$ cat config.mk
export PLATFORM = sky130hd
export DESIGN_NAME = team_06_playback_fifo_flat
export DESIGN_NICKNAME = d
export VERILOG_FILES = /design/src/rtl/team_06_audio_pkg.sv /design/src/rtl/team_06_playback_fifo_if.sv /design/src/rtl/team_06_sample_ram.sv /design/src/rtl/team_06_playback_fifo.sv /design/src/flat_wrapper.sv
export SDC_FILE = /design/constraint.sdc
export NUM_CORES = 1
export LEC_CHECK = 0
export ABC_AREA = 1
export BUFFER_PORTS_ARGS = -buffer_cell sky130_fd_sc_hd__buf_2
export CORE_AREA = 2 2 111 113
export DETAILED_ROUTE_END_ITERATION = 10
export DIE_AREA = 0 0 113 115
export PLACE_DENSITY = 0.78
export REMOVE_ABC_BUFFERS = 1
export SLEW_MARGIN = 20
export SYNTH_ARGS = -nofsm -noshare
export SYNTH_HDL_FRONTEND = slang
export SYNTH_SLANG_ARGS = --single-unit
$ cat constraint.sdc
create_clock -name clk -period 2.25 [get_ports clk]
set_input_delay 0.675 -clock clk [delete_from_list [all_inputs] [get_ports clk]]
set_output_delay 0.675 -clock clk [all_outputs]
set_load 0.02 [all_outputs]
$ cat src/rtl/team_06_audio_pkg.sv
// Shared audio-path types for the team_06 playback chain.
//   sample_t       : one 8-bit unsigned audio sample
//   SAMPLE_SILENCE : mid-scale sample emitted whenever no real data exists
//   fifo_state_t   : playback buffer state (PRIME = filling, PLAY = draining)
package team_06_audio_pkg;

  typedef logic [7:0] sample_t;

  localparam sample_t SAMPLE_SILENCE = 8'h80;

  typedef enum logic {
    PRIME = 1'b0,
    PLAY  = 1'b1
  } fifo_state_t;

endpackage

$ cat src/rtl/team_06_playback_fifo_if.sv
// Handshake bundle between the sample producer/consumer and the playback FIFO.
//   master : drives flush, wr_valid, wr_data, rd_req; observes the FIFO outputs
//   slave  : the FIFO itself; drives rd_data, rd_valid, level, playing,
//            overrun, underrun
interface team_06_playback_fifo_if #(
  parameter int AW = 4
) ();
  import team_06_audio_pkg::*;

  logic          flush;
  logic          wr_valid;
  sample_t       wr_data;
  logic          rd_req;
  sample_t       rd_data;
  logic          rd_valid;
  logic [AW:0]   level;
  logic          playing;
  logic          overrun;
  logic          underrun;

  modport master (
    output flush, wr_valid, wr_data, rd_req,
    input  rd_data, rd_valid, level, playing, overrun, underrun
  );

  modport slave (
    input  flush, wr_valid, wr_data, rd_req,
    output rd_data, rd_valid, level, playing, overrun, underrun
  );

endinterface

$ cat src/rtl/team_06_sample_ram.sv
// DEPTH x 8 sample storage: one write port, one registered read port.
//   clk      : system clock
//   i_we     : write enable, stores i_wdata at i_waddr
//   i_waddr  : write address
//   i_wdata  : write data
//   i_re     : read enable, loads r_mem[i_raddr] into the output register
//   i_raddr  : read address
//   o_rdata  : registered read data; holds while i_re is low
// The array has no reset; contents are meaningless until written.
// A same-address read and write in one cycle returns the old contents.
module team_06_sample_ram
  import team_06_audio_pkg::*;
#(
  parameter int DEPTH = 16,
  parameter int AW    = 4
) (
  input  logic          clk,
  input  logic          i_we,
  input  logic [AW-1:0] i_waddr,
  input  sample_t       i_wdata,
  input  logic          i_re,
  input  logic [AW-1:0] i_raddr,
  output sample_t       o_rdata
);

  sample_t r_mem [DEPTH];
  sample_t r_rdata;

  always_ff @(posedge clk) begin
    if (i_we) r_mem[i_waddr] <= i_wdata;
    if (i_re) r_rdata <= r_mem[i_raddr];
  end

  assign o_rdata = r_rdata;

endmodule

$ cat src/rtl/team_06_playback_fifo.sv
// Elastic sample buffer between the ESP32 sample receiver and the I2S/DAC path.
// Holds playback until PRIME samples are buffered, substitutes SILENCE on
// underrun, and reports fill level plus overrun/underrun pulses.
//   clk       : system clock
//   rst_n     : synchronous active-low reset
//   bus.flush    : synchronous clear (pointers, level, state)
//   bus.wr_valid : one-cycle pulse, bus.wr_data is a new sample
//   bus.rd_req   : one-cycle pulse, consumer wants the next sample
//   bus.rd_data  : output sample, valid with bus.rd_valid
//   bus.rd_valid : one-cycle pulse, one cycle after rd_req
//   bus.level    : occupancy 0..DEPTH
//   bus.playing  : high in PLAY
//   bus.overrun  : one-cycle pulse, incoming sample dropped
//   bus.underrun : one-cycle pulse, read in PLAY found the buffer empty
//
// state | meaning
// PRIME | filling; reads return SILENCE, leave when level >= PRIME
// PLAY  | draining; reads pop samples, a read on empty returns to PRIME
module team_06_playback_fifo
  import team_06_audio_pkg::sample_t;
  import team_06_audio_pkg::fifo_state_t;
  import team_06_audio_pkg::SAMPLE_SILENCE;
#(
  parameter int      DEPTH   = 16,
  parameter int      AW      = 4,
  parameter int      PRIME   = 8,
  parameter sample_t SILENCE = SAMPLE_SILENCE
) (
  input  logic                    clk,
  input  logic                    rst_n,
  team_06_playback_fifo_if.slave  bus
);

  localparam logic [AW:0] DEPTH_LVL = (AW+1)'(DEPTH);
  localparam logic [AW:0] PRIME_LVL = (AW+1)'(PRIME);

  logic [AW-1:0] r_wp;
  logic [AW-1:0] r_rp;
  logic [AW:0]   r_level;
  fifo_state_t   r_state;
  logic          r_rd_valid;
  logic          r_overrun;
  logic          r_underrun;
  logic          r_use_silence;

  logic          w_active;
  logic          w_full;
  logic          w_empty;
  logic          w_pop;
  logic          w_push;
  logic          w_drop;
  logic          w_starve;
  logic [AW:0]   w_level_nxt;
  sample_t       w_ram_q;

  // Reset and flush both suppress every side effect of the cycle.
  assign w_active = rst_n && !bus.flush;
  assign w_full   = (r_level == DEPTH_LVL);
  assign w_empty  = (r_level == '0);

  assign w_pop    = w_active && bus.rd_req && (r_state == team_06_audio_pkg::PLAY) && !w_empty;
  // A full buffer still accepts a write when a pop frees a slot this cycle.
  assign w_push   = w_active && bus.wr_valid && (!w_full || w_pop);
  assign w_drop   = w_active && bus.wr_valid && !w_push;
  assign w_starve = w_active && bus.rd_req && (r_state == team_06_audio_pkg::PLAY) && w_empty;

  always_comb begin
    w_level_nxt = r_level;
    case ({w_push, w_pop})
      2'b10:   w_level_nxt = r_level + 1'b1;
      2'b01:   w_level_nxt = r_level - 1'b1;
      default: w_level_nxt = r_level;
    endcase
  end

  team_06_sample_ram #(
    .DEPTH (DEPTH),
    .AW    (AW)
  ) u_ram (
    .clk     (clk),
    .i_we    (w_push),
    .i_waddr (r_wp),
    .i_wdata (bus.wr_data),
    .i_re    (w_pop),
    .i_raddr (r_rp),
    .o_rdata (w_ram_q)
  );

  always_ff @(posedge clk) begin
    if (!rst_n) begin
      r_wp          <= '0;
      r_rp          <= '0;
      r_level       <= '0;
      r_state       <= team_06_audio_pkg::PRIME;
      r_rd_valid    <= 1'b0;
      r_overrun     <= 1'b0;
      r_underrun    <= 1'b0;
      r_use_silence <= 1'b1;
    end else if (bus.flush) begin
      // r_use_silence is left alone so rd_data keeps its last value.
      r_wp       <= '0;
      r_rp       <= '0;
      r_level    <= '0;
      r_state    <= team_06_audio_pkg::PRIME;
      r_rd_valid <= 1'b0;
      r_overrun  <= 1'b0;
      r_underrun <= 1'b0;
    end else begin
      r_rd_valid <= bus.rd_req;
      r_overrun  <= w_drop;
      r_underrun <= w_starve;
      if (bus.rd_req) r_use_silence <= !w_pop;
      if (w_push) r_wp <= r_wp + 1'b1;
      if (w_pop)  r_rp <= r_rp + 1'b1;
      r_level <= w_level_nxt;
      case (r_state)
        team_06_audio_pkg::PRIME:
          if (r_level >= PRIME_LVL) r_state <= team_06_audio_pkg::PLAY;
        team_06_audio_pkg::PLAY:
          if (w_starve) r_state <= team_06_audio_pkg::PRIME;
        default:
          r_state <= team_06_audio_pkg::PRIME;
      endcase
    end
  end

  // Both mux inputs are registers, so rd_data changes only at the clock edge.
  assign bus.rd_data  = r_use_silence ? SILENCE : w_ram_q;
  assign bus.rd_valid = r_rd_valid;
  assign bus.level    = r_level;
  assign bus.playing  = (r_state == team_06_audio_pkg::PLAY);
  assign bus.overrun  = r_overrun;
  assign bus.underrun = r_underrun;

endmodule
$ cat src/flat_wrapper.sv
// flat-port wrapper written by rule: the top's interface ports become plain ports
module team_06_playback_fifo_flat import team_06_audio_pkg::sample_t; import team_06_audio_pkg::fifo_state_t; import team_06_audio_pkg::SAMPLE_SILENCE;
#(
  parameter int      DEPTH   = 16,
  parameter int      AW      = 4,
  parameter int      PRIME   = 8,
  parameter sample_t SILENCE = SAMPLE_SILENCE
)
  (clk, rst_n, bus_flush, bus_wr_valid, bus_wr_data, bus_rd_req, bus_rd_data, bus_rd_valid, bus_level, bus_playing, bus_overrun, bus_underrun);
  team_06_playback_fifo_if #(.AW(AW)) bus_i ();
  input  logic clk;
  input  logic rst_n;
  input wire logic [$bits(bus_i.flush)-1:0] bus_flush;
  input wire logic [$bits(bus_i.wr_valid)-1:0] bus_wr_valid;
  input wire logic [$bits(bus_i.wr_data)-1:0] bus_wr_data;
  input wire logic [$bits(bus_i.rd_req)-1:0] bus_rd_req;
  output wire logic [$bits(bus_i.rd_data)-1:0] bus_rd_data;
  output wire logic [$bits(bus_i.rd_valid)-1:0] bus_rd_valid;
  output wire logic [$bits(bus_i.level)-1:0] bus_level;
  output wire logic [$bits(bus_i.playing)-1:0] bus_playing;
  output wire logic [$bits(bus_i.overrun)-1:0] bus_overrun;
  output wire logic [$bits(bus_i.underrun)-1:0] bus_underrun;
  assign bus_i.flush = bus_flush;
  assign bus_i.wr_valid = bus_wr_valid;
  assign bus_i.wr_data = bus_wr_data;
  assign bus_i.rd_req = bus_rd_req;
  assign bus_rd_data = bus_i.rd_data;
  assign bus_rd_valid = bus_i.rd_valid;
  assign bus_level = bus_i.level;
  assign bus_playing = bus_i.playing;
  assign bus_overrun = bus_i.overrun;
  assign bus_underrun = bus_i.underrun;
  team_06_playback_fifo #(.DEPTH(DEPTH), .AW(AW), .PRIME(PRIME), .SILENCE(SILENCE)) u_core (.clk(clk), .rst_n(rst_n), .bus(bus_i));
endmodule
; Yosys cells after proc, flatten, opt, wreduce, memory -nomap -nowiden
; Memories as Yosys holds them, arrays and structs flattened. A register that Yosys moved wholly into a read port is not among the register bits.
; Cells that the tools add are included.
[word_totals]
regBits = 18
ram_bits = 128
input_bits = 13
output_inout_bits = 17
wordCells = 45
mem_count = 1
[op_classes]
addsub = 4
n_lt_le_gt_ge = 1
n_eq_ne = 3
mux = 7
bitwise = 3
reduce_logical = 18
[mem_list]
columns = memory, depth, width, rd, rd_clocked_by_memory_dff, write_ports, line_no
row1 = u_core.u_ram.r_mem, 16, 8, 1, 1, 1, team_06_sample_ram.sv:26  ; sample_t r_mem [DEPTH];
[ops]
columns = cell, n
row1 = 5-bit one-hot mux with 2 select lines, 1
row2 = "4-bit by 1-bit adder with 4-bit output, second input constant", 2
row3 = 1-bit logical AND, 8
row4 = 8-bit 2-to-1 mux, 1
row5 = "5-bit by 1-bit adder with 5-bit output, second input constant", 1
row6 = "5-bit equality test, second input constant", 1
row7 = "5-bit by 4-bit greater-or-equal comparator with 1-bit output, second input constant", 1
row8 = 1-bit zero test, 5
row9 = 5-bit zero test, 1
row10 = "5-bit by 1-bit subtractor with 5-bit output, second input constant", 1
row11 = 1-bit 2-to-1 mux, 4
row12 = 1-bit NOT, 3
row13 = "2-bit by 1-bit equality test with 1-bit output, second input constant", 1
row14 = "2-bit equality test, second input constant", 1
row15 = 1-bit one-hot mux with 2 select lines, 1
row16 = 2-bit AND reduction, 1
row17 = 2-bit nonzero test, 1
row18 = 2-bit OR reduction, 1
row19 = 1-bit logical OR, 1

; Longest topological paths before layout
; Gate-level depths: netlist of run 1.
[depth]
ltp_word = 9
depth_mapped = 14
depth_no_buf = 14

; Cells and area by module
; A second synthesis of run 1 with hierarchy kept.
[unflattened]
hier_cells = 684
area_unflattened_um2 = 6845.3
[modules_own_cells]
columns = module, n_inst, cells_per_inst, area_per_inst_um2
row1 = team_06_sample_ram, 1, 551, 5846.9
row2 = team_06_playback_fifo, 1, 133, 998.5

; Worst setup path before layout of run 1
; No wires, ideal clock.
[synth_path]
path_type = input-to-reg
start = in bus_flush
end = mem u_core.u_ram.r_mem[12][0] (netlist bit), enable pin
setup_ps = 383
arrival_ps = 2021
required_time_ps = 1867
setup_slack_ps = -155
cell_stages = 8
path_cell_list = inv_1 -> nand3_1 -> nor2_2 -> or2_1 -> buf_4 -> nand2_4 -> buf_6 -> nor3_1
[synth_via]
elab_chain_len = 9
word_cells_on_any_way = 10
classes_between = mux (2) / reduce/logical (8)
[synth_lines]
columns = element, line_no
row1 = from (decl), flat_wrapper.sv:13  ; input wire logic [$bits(bus_i.flush)-1:0] bus_flush;
row2 = 1-bit zero test *, team_06_playback_fifo.sv:57  ; assign w_active = rst_n && !bus.flush;
row3 = 1-bit logical AND *, team_06_playback_fifo.sv:57
row4 = 1-bit logical AND (3 in series), team_06_playback_fifo.sv:61  ; assign w_pop = w_active && bus.rd_req && (r_state == team_06_audio_pkg::PLAY) && !w_empty;
row5 = 1-bit logical OR, team_06_playback_fifo.sv:63  ; assign w_push = w_active && bus.wr_valid && (!w_full || w_pop);
row6 = 1-bit logical AND *, team_06_playback_fifo.sv:63
row7 = 1-bit 2-to-1 mux *, team_06_sample_ram.sv:30  ; if (i_we) r_mem[i_waddr] <= i_wdata;
row8 = 1-bit 2-to-1 mux (not written as such) *, team_06_sample_ram.sv:30
row9 = to (decl), team_06_sample_ram.sv:26
; Every way passes the cells marked *; elsewhere a longest branch is shown, timed or not.

; Worst setup path in the final report of run 1
[layout_path]
start = in bus_flush
end = reg u_core.r_level[4], in the netlist u_core.bus.level[4]
[layout_via]
elab_chain_len = 9
word_cells_on_any_way = 13
classes_between = eq/ne (2) / mux (1) / reduce/logical (10)
[layout_lines]
columns = element, line_no
row1 = 1-bit zero test, team_06_playback_fifo.sv:57
row2 = 1-bit logical AND, team_06_playback_fifo.sv:57
row3 = 1-bit logical AND (3 in series), team_06_playback_fifo.sv:61
row4 = 1-bit logical OR, team_06_playback_fifo.sv:63
row5 = 1-bit logical AND, team_06_playback_fifo.sv:63
row6 = 2-bit by 1-bit equality test with 1-bit output / 2-bit equality test (equally long branches), team_06_playback_fifo.sv:69  ; case ({w_push, w_pop})
row7 = 5-bit one-hot mux with 2 select lines / 2-bit nonzero test (equally long branches), n/a
row8 = to (signal assigned), team_06_playback_fifo.sv:115  ; r_level <= w_level_nxt;
row9 = to (decl), team_06_playback_fifo.sv:39  ; logic [AW:0] r_level;
; Several ways; a longest one is shown, not always the timed one.
; A chain may end at the register's enable or synchronous reset.

==> results of run 1 <==
==> layer usage <==
layer	up-vias	global-route usage (%)	share of wire, %	routed length [um]
met2	214	37.6	51	7080
li1	2037	-	-	-
met5	-	0	0	0
met3	35	5.48	8.2	1150
met1	2114	28.7	39	5380
met4	0	9.43	2.6	359
==> placed cells by master, fill, tap and decap left out, drive strengths merged, types with 17 or more instances in the layout <==
master | Yosys | layout
nand3 | 23 | 23
nor2 | 98 | 98
edfxtp | 136 | 136
inv | 40 | 42
a21oi | 17 | 17
o21ai | 79 | 79
o211ai | 26 | 26
clkbuf | 13 | 26
buf | 15 | 64
nand2 | 32 | 32
dfxtp | 18 | 18
==> sequential cells by signal, summed over array words and instances (netlist names) <==
signal                count
u_core.bus.level          5
u_core.bus.overrun        1
u_core.bus.playing        1
u_core.bus.rd_valid       1
u_core.bus.underrun       1
u_core.r_rp               4
u_core.r_use_silence      1
u_core.r_wp               4
u_core.u_ram.o_rdata      8
u_core.u_ram.r_mem      128
==> worst max-delay path, cell delays in order <==
cell      delay (ps)
buf_2             90
inv_1            100
nand3_1          120
nor2_2           120
nand3b_1         150
buf_4            170
fa_1             380
o21ai_1          160
a21oi_1          100
inv_1             60
nand2_1           70
a21oi_1          130
nor2_1            60
==> area by class of cell <==
type                    count  area (um^2)  share of cell area, %
flip-flops and latches    154         4450                   59.4
multi-input cells         315         1640                   21.8
clock buffers              26          576                   7.69
repair buffers             64          420                   5.62
well taps                 147          184                   2.46
inverters                  42          158                   2.11
clock inverters             6         66.3                  0.886
==> timing repair <==
action,CTS,global route
buffers inserted,0,1
hold buffers,0,0
resized for setup,0,2
setup endpoints to repair,0,2
==> power breakdown <==
part           switching (uW)  total [uW]  leakage, uW  internal (uW)
combinational            91.3         124      0.00103           33.1
sequential               8.04        3120      0.00137           3110
clock                    1070        2960     0.000309           1890
==> path summary, 6_finish.rpt <==
| kind | from | end | depth (start not counted) |
|---|---|---|---|
| max | bus_flush | u_core.bus.level[4] | 13 |
| min | rst_n | u_core.r_use_silence | 2 |
| max reg2reg | u_core.bus.level[1] | u_core.bus.level[3] | 11 |
| min reg2reg | u_core.bus.playing | u_core.bus.underrun | 2 |
==> cells by family after synthesis <==
logic type | after synthesis | share of synthesized area (%)
compound gates | 129 | 11.6
xor+xnor | 5 | 0.687
fa+ha+maj | 9 | 1.89
buf+inv | 70 | 4.56
flops | 154 | 69.8
simple gates | 172 | 11.5
==> per-stage QoR <==
| step | cells | util [%] |
|---|---|---|
| after global placement | 721 | 57.9 |
| after detailed placement | 721 | 57.9 |
| final | 754 | 63.4 |
| after CTS | 753 | 63.3 |
| after floorplan | 511 | - |
| after global routing | 754 | 63.4 |
==> run_results.csv, run 1 <==
group,metric,value,unit
grt,grt.overflow.total,0,
run_status,violations,"DRC",
logic_synthesis,synth_top_area_cell,"edfxtp_1",
logic_synthesis,syn_area,0.00637,mm^2
clock_network,clk_pin_slew,60,ps
worst_setup_path,endpoint_kind,"flip-flop",
final_layout,final_area,0.00749,mm^2
sta,setup_viol,0,
final_layout,drive_gt1_share,16.6,%
final_layout,nFillCells,823,
sta,rsz0062_at_grt,"false",
power,leakage,0.00271,uW
sta,fin_setup_tns,0,ps
logic_synthesis,synthTopCellsByArea,"edfxtp_1 64%, o21ai_0 6.2%, dfxtp_1 5.7%",
detailed_routing,drcViolationCount,2,
logic_synthesis,yosys-top-cells-count,"136 x edfxtp_1, 95 x nor2_1, 79 x o21ai_0",
final_layout,n_antenna_cell,0,
sta,fin_crit,2070,ps
power,total_power,6210,uW
logic_synthesis,synthFlopType,"edfxtp_1",
placed_design,place_ws,-181,ps
grt,antenna_found_initial,0,
clock_network,cts_buffer_depth,2,
detailed_routing,num_vias,4400,
detailed_routing,drtIter0Drc,402,
logic_synthesis,avgSynthCellArea,11.8,um^2
detailed_routing,wl_per_cell,18.5,um
logic_synthesis,synth-edff-count,136,
clock_network,clock-root-buffer,"clkbuf_16",
die,ios,30,
sta,slew_viol_final,0,
clock_network,numCtsBuffers,17,
worst_setup_path,cp.arrival,2390,ps
placed_design,place_congestion,0.892,
die,die_height,115,um
detailed_routing,wirelength,14000,um
sta,setup_ws,177,ps
worst_setup_path,required,2570,ps
logic_synthesis,yosys_warnings,0,
sta,slew_headroom,70.3,%
sta,hold_ws,501,ps
logic_synthesis,asyncSetResetFlopFracSynth,0,%
logic_synthesis,ys_seq_area_share,69.8,%
placed_design,post_dp_cell_area,0.00684,mm^2
worst_setup_path,rrSetupSlack,220,ps
power,ir_drop,478,uV
final_layout,fin_nets,616,
sta,finalCritPeriodShare,92.1,%
die,dieArea,0.0130,mm^2
logic_synthesis,synth_top_area_share,64.1,%
logic_synthesis,synth_cell_types,27,
grt,grt_pass1_wl,21900,um
die,fp-row-count,40,
final_layout,areaGrowthSynthToFinish,17.5,%
grt,grt_pass1_vias,4182,
worst_setup_path,cp_max_fo,4,
flow_run,maxCapViolations,0,
die,initial_core_util,53.9,%
grt,grt_max_degree,37,
clock_network,tritoncts,"built",
sta,timing.fmax,0.482,GHz
logic_synthesis,yosys_register_bits,154,
sta,hold_violations,0,
die,core_area,0.0118,mm^2
worst_hold_path,min_path_type,"in2reg",
power,p_per_area,829,mW/mm^2
grt,track_usage,22.6,%
logic_synthesis,synthCells,539,
die,die_w,113,um
detailed_routing,drtPass1Iterations,8,
detailed_routing,vias_per_cell,5.84,
clock_network,insertion_delay,420,ps
placed_design,io_buffers,29,
clock_network,htree_levels,4,
logic_synthesis,synth.most_common_cell,"edfxtp_1",
worst_setup_path,crit_type,"in2reg",
worst_setup_path,critPathLaunchType,"primary input",
run_status,status,"finished, violations left",
detailed_routing,ant_nets,0,
sta,finalClockSkew,8.51,ps
clock_network,cts.sinks,154,
placed_design,post-dp-hpwl,8560,um
sta,tightest_slew,446,ps
Note: power is estimated with default switching activity, not from simulation.
==> inputs of run 2 (changes only) <==
PLACE_DENSITY = 0.71   (was 0.78)
==> run_results.csv, run 2 (same netlist as run 1, synthesis figures left out) <==
group,metric,value,unit
run_status,status,"finished, violations left",
run_status,violations,"DRC",
worst_setup_path,crit_type,"reg2reg",
die,die_height,115,um
sta,hold_ws,491,ps
final_layout,multiInputGateArea,0.00164,mm^2
grt,antenna_found_initial,0,
placed_design,place_ws,-208,ps
clock_network,clk_pin_slew,60,ps
grt,grt_pass1_wl,21400,um
die,core_area,0.0118,mm^2
clock_network,htree_levels,4,
sta,slew_headroom,64.1,%
worst_setup_path,r2r_cells,12,
grt,grt_max_degree,43,
sta,fin_crit,2050,ps
die,ios,30,
worst_setup_path,rrSetupSlack,200,ps
worst_hold_path,min_path_type,"in2reg",
clock_network,clock-root-buffer,"clkbuf_16",
sta,slew_viol_final,0,
power,leakage,0.00272,uW
detailed_routing,ant_nets,0,
grt,grt_pass1_vias,4116,
final_layout,drive_gt1_share,17.3,%
detailed_routing,routed.top_layer,"met4",
detailed_routing,wl_met1,5570,um
final_layout,n_antenna_cell,0,
final_layout,fin_nets,617,
placed_design,post-dp-hpwl,8470,um
detailed_routing,wirelength,13600,um
final_layout,largest_register_ffs,128,
sta,finalClockSkew,8.45,ps
detailed_routing,drtIter0Drc,346,
die,die_w,113,um
worst_hold_path,hold-path-endpoint,"u_core.r_use_silence",
final_layout,regArea,0.00445,mm^2
grt,grt.overflow.total,0,
die,fp-row-count,40,
detailed_routing,dr_wl_met3,1060,um
final_layout,nFillCells,883,
clock_network,tritoncts,"built",
detailed_routing,num_vias,4299,
die,initial_core_util,53.9,%
worst_setup_path,cp.arrival,2360,ps
sta,timing.fmax,0.488,GHz
worst_setup_path,reg2reg_from,"u_core.bus.level[1]",
detailed_routing,drcViolationCount,2,
detailed_routing,wl_met2,6710,um
final_layout,top_register,"u_core.u_ram.r_mem",
placed_design,dp.cells,722,
placed_design,io_buffers,29,
sta,tightest_slew,539,ps
final_layout,final_common_cell,"edfxtp_1",
clock_network,cts.sinks,154,
final_layout,fin_cells,755,
worst_setup_path,endpoint_kind,"flip-flop",
detailed_routing,drtPass1Iterations,8,
worst_setup_path,required,2560,ps
final_layout,areaGrowthSynthToFinish,17.1,%
final_layout,final_cell_mix,"136 x edfxtp_1, 93 x nor2_1, 79 x o21ai_0",
sta,finalCritPeriodShare,91.1,%
clock_network,cts_buffer_depth,2,
power,p_per_area,809,mW/mm^2
sta,setup_viol,0,
clock_network,insertion_delay,420,ps
sta,hold_violations,0,
worst_hold_path,hp-start,"rst_n",
clock_network,numCtsBuffers,17,
die,dieArea,0.0130,mm^2
sta,setup_ws,200,ps
worst_setup_path,cp_max_fo,5,
power,ir_drop,514,uV
worst_setup_path,reg2reg_to,"u_core.bus.level[4]",
flow_run,maxCapViolations,0,
detailed_routing,vias_per_cell,5.69,
worst_setup_path,critPathLaunchType,"flip-flop",
placed_design,place_congestion,0.896,
worst_hold_path,worstHoldPathCells,2,
detailed_routing,wl_per_cell,18.1,um
grt,track_usage,22.2,%
## run 2: cell types whose count changed in the layout (fill, tap and decap cells not counted), moves of 2 or more
cell	change
clkinv_2	+4
clkbuf_1	-2
nor2_2	+2
clkinvlp_4	-2
nor2_1	-2
## run 2: critical path: stages, from the launching register on
cell      delay (ps)
dfxtp_1          360
nor2_2           180
nand3_1          140
nand3b_1         170
inv_1            100
ha_1             350
inv_1             50
o21ai_0          160
a21oi_1          110
inv_1             70
nand2_1           70
a21oi_1          150
nor2_1            60
## run 2: layout make-up
cell class                 instances  share of cell area [%]
sequential                       154                    59.6
clock inverter                     8                   0.637
tap                              147                    2.47
clock buffer                      24                    7.46
inverter                          42                    2.11
multi-input combinational        315                    22.0
timing repair buffer              65                    5.74
## run 2: worst max path at each step
stage	startpoint	endpoint	slack [ps]	cells after the start
after global placement	bus_flush	u_core.bus.level[4]	-90	14
after detailed placement	bus_flush	u_core.bus.level[4]	-210	14
after global routing	u_core.bus.level[1]	u_core.bus.level[4]	-30	13
final	u_core.bus.level[1]	u_core.bus.level[4]	200	12
after floorplan	u_core.r_rp[0]	u_core.u_ram.o_rdata[0]	-850	7
after CTS	u_core.bus.level[1]	u_core.bus.level[4]	170	12
## run 2: metal layers
metal | vias up | GRT usage [%]
li1 | 2030 | -
met1 | 2060 | 29.7
met2 | 184 | 36.0
met3 | 25 | 5.43
met4 | 0 | 7.72
met5 | - | 0
## run 2: power by group
group | switching [uW] | internal (uW) | total (uW)
combinational | 89.9 | 35.6 | 125
sequential | 7.68 | 3110 | 3120
clock | 1060 | 1730 | 2790
total | 1150 | 4880 | 6030
## run 2: what timing repair did
action                                  4_1_cts  5_1_grt
setup buffers                                 0        1
hold buffers                                  0        0
gates resized for setup                       0        2
endpoints found under the setup margin        0        1
## run 2: stage by stage
stage          setup TNS [ps]  total power (uW)  util, %  instance area (um^2)
6_report                    0              6030     63.2                  7460
5_1_grt                 -33.4              6200     63.2                  7460
4_1_cts                     0              6060     63.1                  7450
3_5_place_dp             -317              3310     57.9                  6840
3_3_place_gp             -106              3300     57.9                  6840
2_1_floorplan          -16360              3230        -                  6240
==> inputs of run 3 (changes only) <==
--- a/config.mk
+++ b/config.mk
@@ -8,7 +8,9 @@
 export ABC_AREA = 1
 export BUFFER_PORTS_ARGS = -buffer_cell sky130_fd_sc_hd__buf_2
-export CORE_AREA = 2 2 111 113
+export CELL_PAD_IN_SITES_DETAIL_PLACEMENT = 1
+export CELL_PAD_IN_SITES_GLOBAL_PLACEMENT = 2
+export CORE_AREA = 2 2 133 135
 export DETAILED_ROUTE_END_ITERATION = 10
-export DIE_AREA = 0 0 113 115
+export DIE_AREA = 0 0 135 137
 export PLACE_DENSITY = 0.71
 export REMOVE_ABC_BUFFERS = 1
==> constraint.sdc (replaced) <==
create_clock -name clk -period 2.25 [get_ports clk]
set_input_delay 0.1125 -clock clk [delete_from_list [all_inputs] [get_ports clk]]
set_output_delay 0.1125 -clock clk [all_outputs]
set_load 0.02 [all_outputs]
==> run_results.csv, run 3 (same netlist as run 1, synthesis figures left out) <==
group,metric,value,unit
die,core_area,0.0171,mm^2
final_layout,multiInputGateArea,0.00165,mm^2
clock_network,numCtsBuffers,17,
clock_network,cts.sinks,154,
die,fp-row-count,48,
worst_setup_path,critPathLaunchType,"primary input",
detailed_routing,ant_nets,0,
final_layout,areaGrowthSynthToFinish,19.0,%
worst_setup_path,cp_max_fo,16,
sta,hold_violations,0,
detailed_routing,drtIter0Drc,325,
final_layout,nFillCells,1848,
worst_setup_path,startpoint,"rst_n",
die,ios,30,
placed_design,io_buffers,29,
placed_design,place_congestion,0.806,
die,initial_core_util,37.3,%
detailed_routing,vias_per_cell,5.12,
sta,slew_viol_final,0,
sta,finalCritPeriodShare,90.9,%
grt,grt_pass1_vias,4485,
worst_setup_path,crit_type,"in2reg",
detailed_routing,num_vias,4251,
worst_setup_path,required,2380,ps
die,die_height,137,um
worst_setup_path,cpPeakStageDelay,520,ps
sta,rsz0062_at_grt,"false",
detailed_routing,drcViolationCount,0,
worst_setup_path,reg2reg_from,"u_core.bus.playing",
grt,grt_pass1_wl,25600,um
worst_hold_path,min_path_type,"in2reg",
clock_network,insertion_delay,420,ps
final_layout,top_register,"u_core.u_ram.r_mem",
clock_network,htree_levels,4,
power,ir_drop,518,uV
final_layout,fin_nets,614,
die,dieArea,0.0185,mm^2
final_layout,regArea,0.00445,mm^2
detailed_routing,wl_per_cell,19.7,um
sta,finalClockSkew,7.14,ps
clock_network,tritoncts,"built",
detailed_routing,drtPass1Iterations,4,
sta,setup_ws,205,ps
sta,fin_setup_tns,0,ps
detailed_routing,wirelength,16400,um
power,leakage,0.00269,uW
worst_setup_path,path_cells,"dlygate4sd3_1, buf_2, nand3_1, nor2_2, or2_1, nand2_4, buf_4, nor3_1, buf_4",
run_status,status,"completed",
worst_hold_path,hp-start,"bus_flush",
placed_design,dp.cells,795,
sta,slew_headroom,63.9,%
worst_setup_path,cp_top_family,"buffers and inverters",
clock_network,clock-root-buffer,"clkbuf_16",
grt,grt_max_degree,57,
grt,track_usage,19.0,%
worst_setup_path,endpoint_kind,"flip-flop",
final_layout,n_antenna_cell,0,
final_layout,fin_cells,830,
placed_design,place_ws,151,ps
sta,tightest_slew,541,ps
final_layout,final_common_cell,"edfxtp_1",
sta,timing.fmax,0.489,GHz
worst_setup_path,critical_path.most_common_cell,"buf_4",
grt,antenna_found_initial,0,
die,die_w,135,um
final_layout,largest_register_ffs,128,
worst_setup_path,worst-path-buf-inv,4,
grt,grt.overflow.total,0,
worst_setup_path,cp.arrival,2170,ps
power,p_per_area,809,mW/mm^2
flow_run,maxCapViolations,0,
sta,setup_viol,0,
final_layout,final_cell_mix,"136 x edfxtp_1, 94 x nor2_1, 78 x o21ai_0",
clock_network,clk_pin_slew,60,ps
final_layout,drive_gt1_share,17.4,%
placed_design,post-dp-hpwl,10700,um
worst_setup_path,slowest_stage,"dlygate4sd3_1",
clock_network,cts_buffer_depth,2,
sta,fin_crit,2040,ps
-- run 3: cell types whose count changed in the layout (fill, tap and decap cells not counted), moves of 3 or more --
cell        change
bufinv_16       +3
clkinv_2        -3
inv_4           -3
dfxtp_2         +5
dfxtp_1         -5
buf_4           -7
clkbuf_16       -4
clkinvlp_4      +4
clkinv_4        +3
-- run 3: layout make-up --
class	count	share of cell area, %
multi-input cells	315	21.8
clock inverters	15	2.33
flip-flops and latches	154	58.7
well taps	225	3.71
inverters	42	2.08
clock buffers	17	5.61
repair buffers	62	5.74
-- run 3: metal layers --
metal | share of wire (%) | global-route usage, % | up-vias
li1 | - | - | 2028
met1 | 43 | 23.6 | 2136
met2 | 52 | 33.2 | 65
met3 | 3.7 | 3.74 | 22
met4 | 1.7 | 6.48 | 0
met5 | 0 | 0 | -
-- run 3: worst paths after layout --
path / end / slack, ps / depth (start not counted)
min: u_core.bus.rd_valid / 40 / 4
max: u_core.u_ram.r_mem[2][4] / 210 / 9
max reg2reg: u_core.u_ram.r_mem[2][4] / 260 / 7
min reg2reg: u_core.r_rp[2] / 520 / 2
-- run 3: timing repair --
item                                   in CTS  in global routing
setup endpoints to repair                   0                  1
buffers inserted                            0                  1
hold buffers                                2                  0
resized for setup                           0                  8
endpoints found under the hold margin       2                  0
-- run 3: through the flow --
step,hold slack [ps],instance area (um^2),util [%],total power (uW)
finish,41.5,7580,44.5,6130
global route,76.6,7580,44.5,6320
CTS,33.6,7550,44.3,6180
detailed placement,360,6930,40.6,3310
global placement,351,6930,40.6,3300
floorplan,211,6240,-,3230
-- run 3: report_power, final --
part	total [uW]	switching [uW]	internal, uW	leakage (uW)
logic	125	91.0	33.8	0.00103
registers	3120	8.92	3110	0.00137
clock network	2880	1140	1740	0.000281
-- run 3: tightest hold or removal path, stage by stage --
cell     delay, ps
buf_2           80
inv_1           60
nand3_1        130
inv_1           50
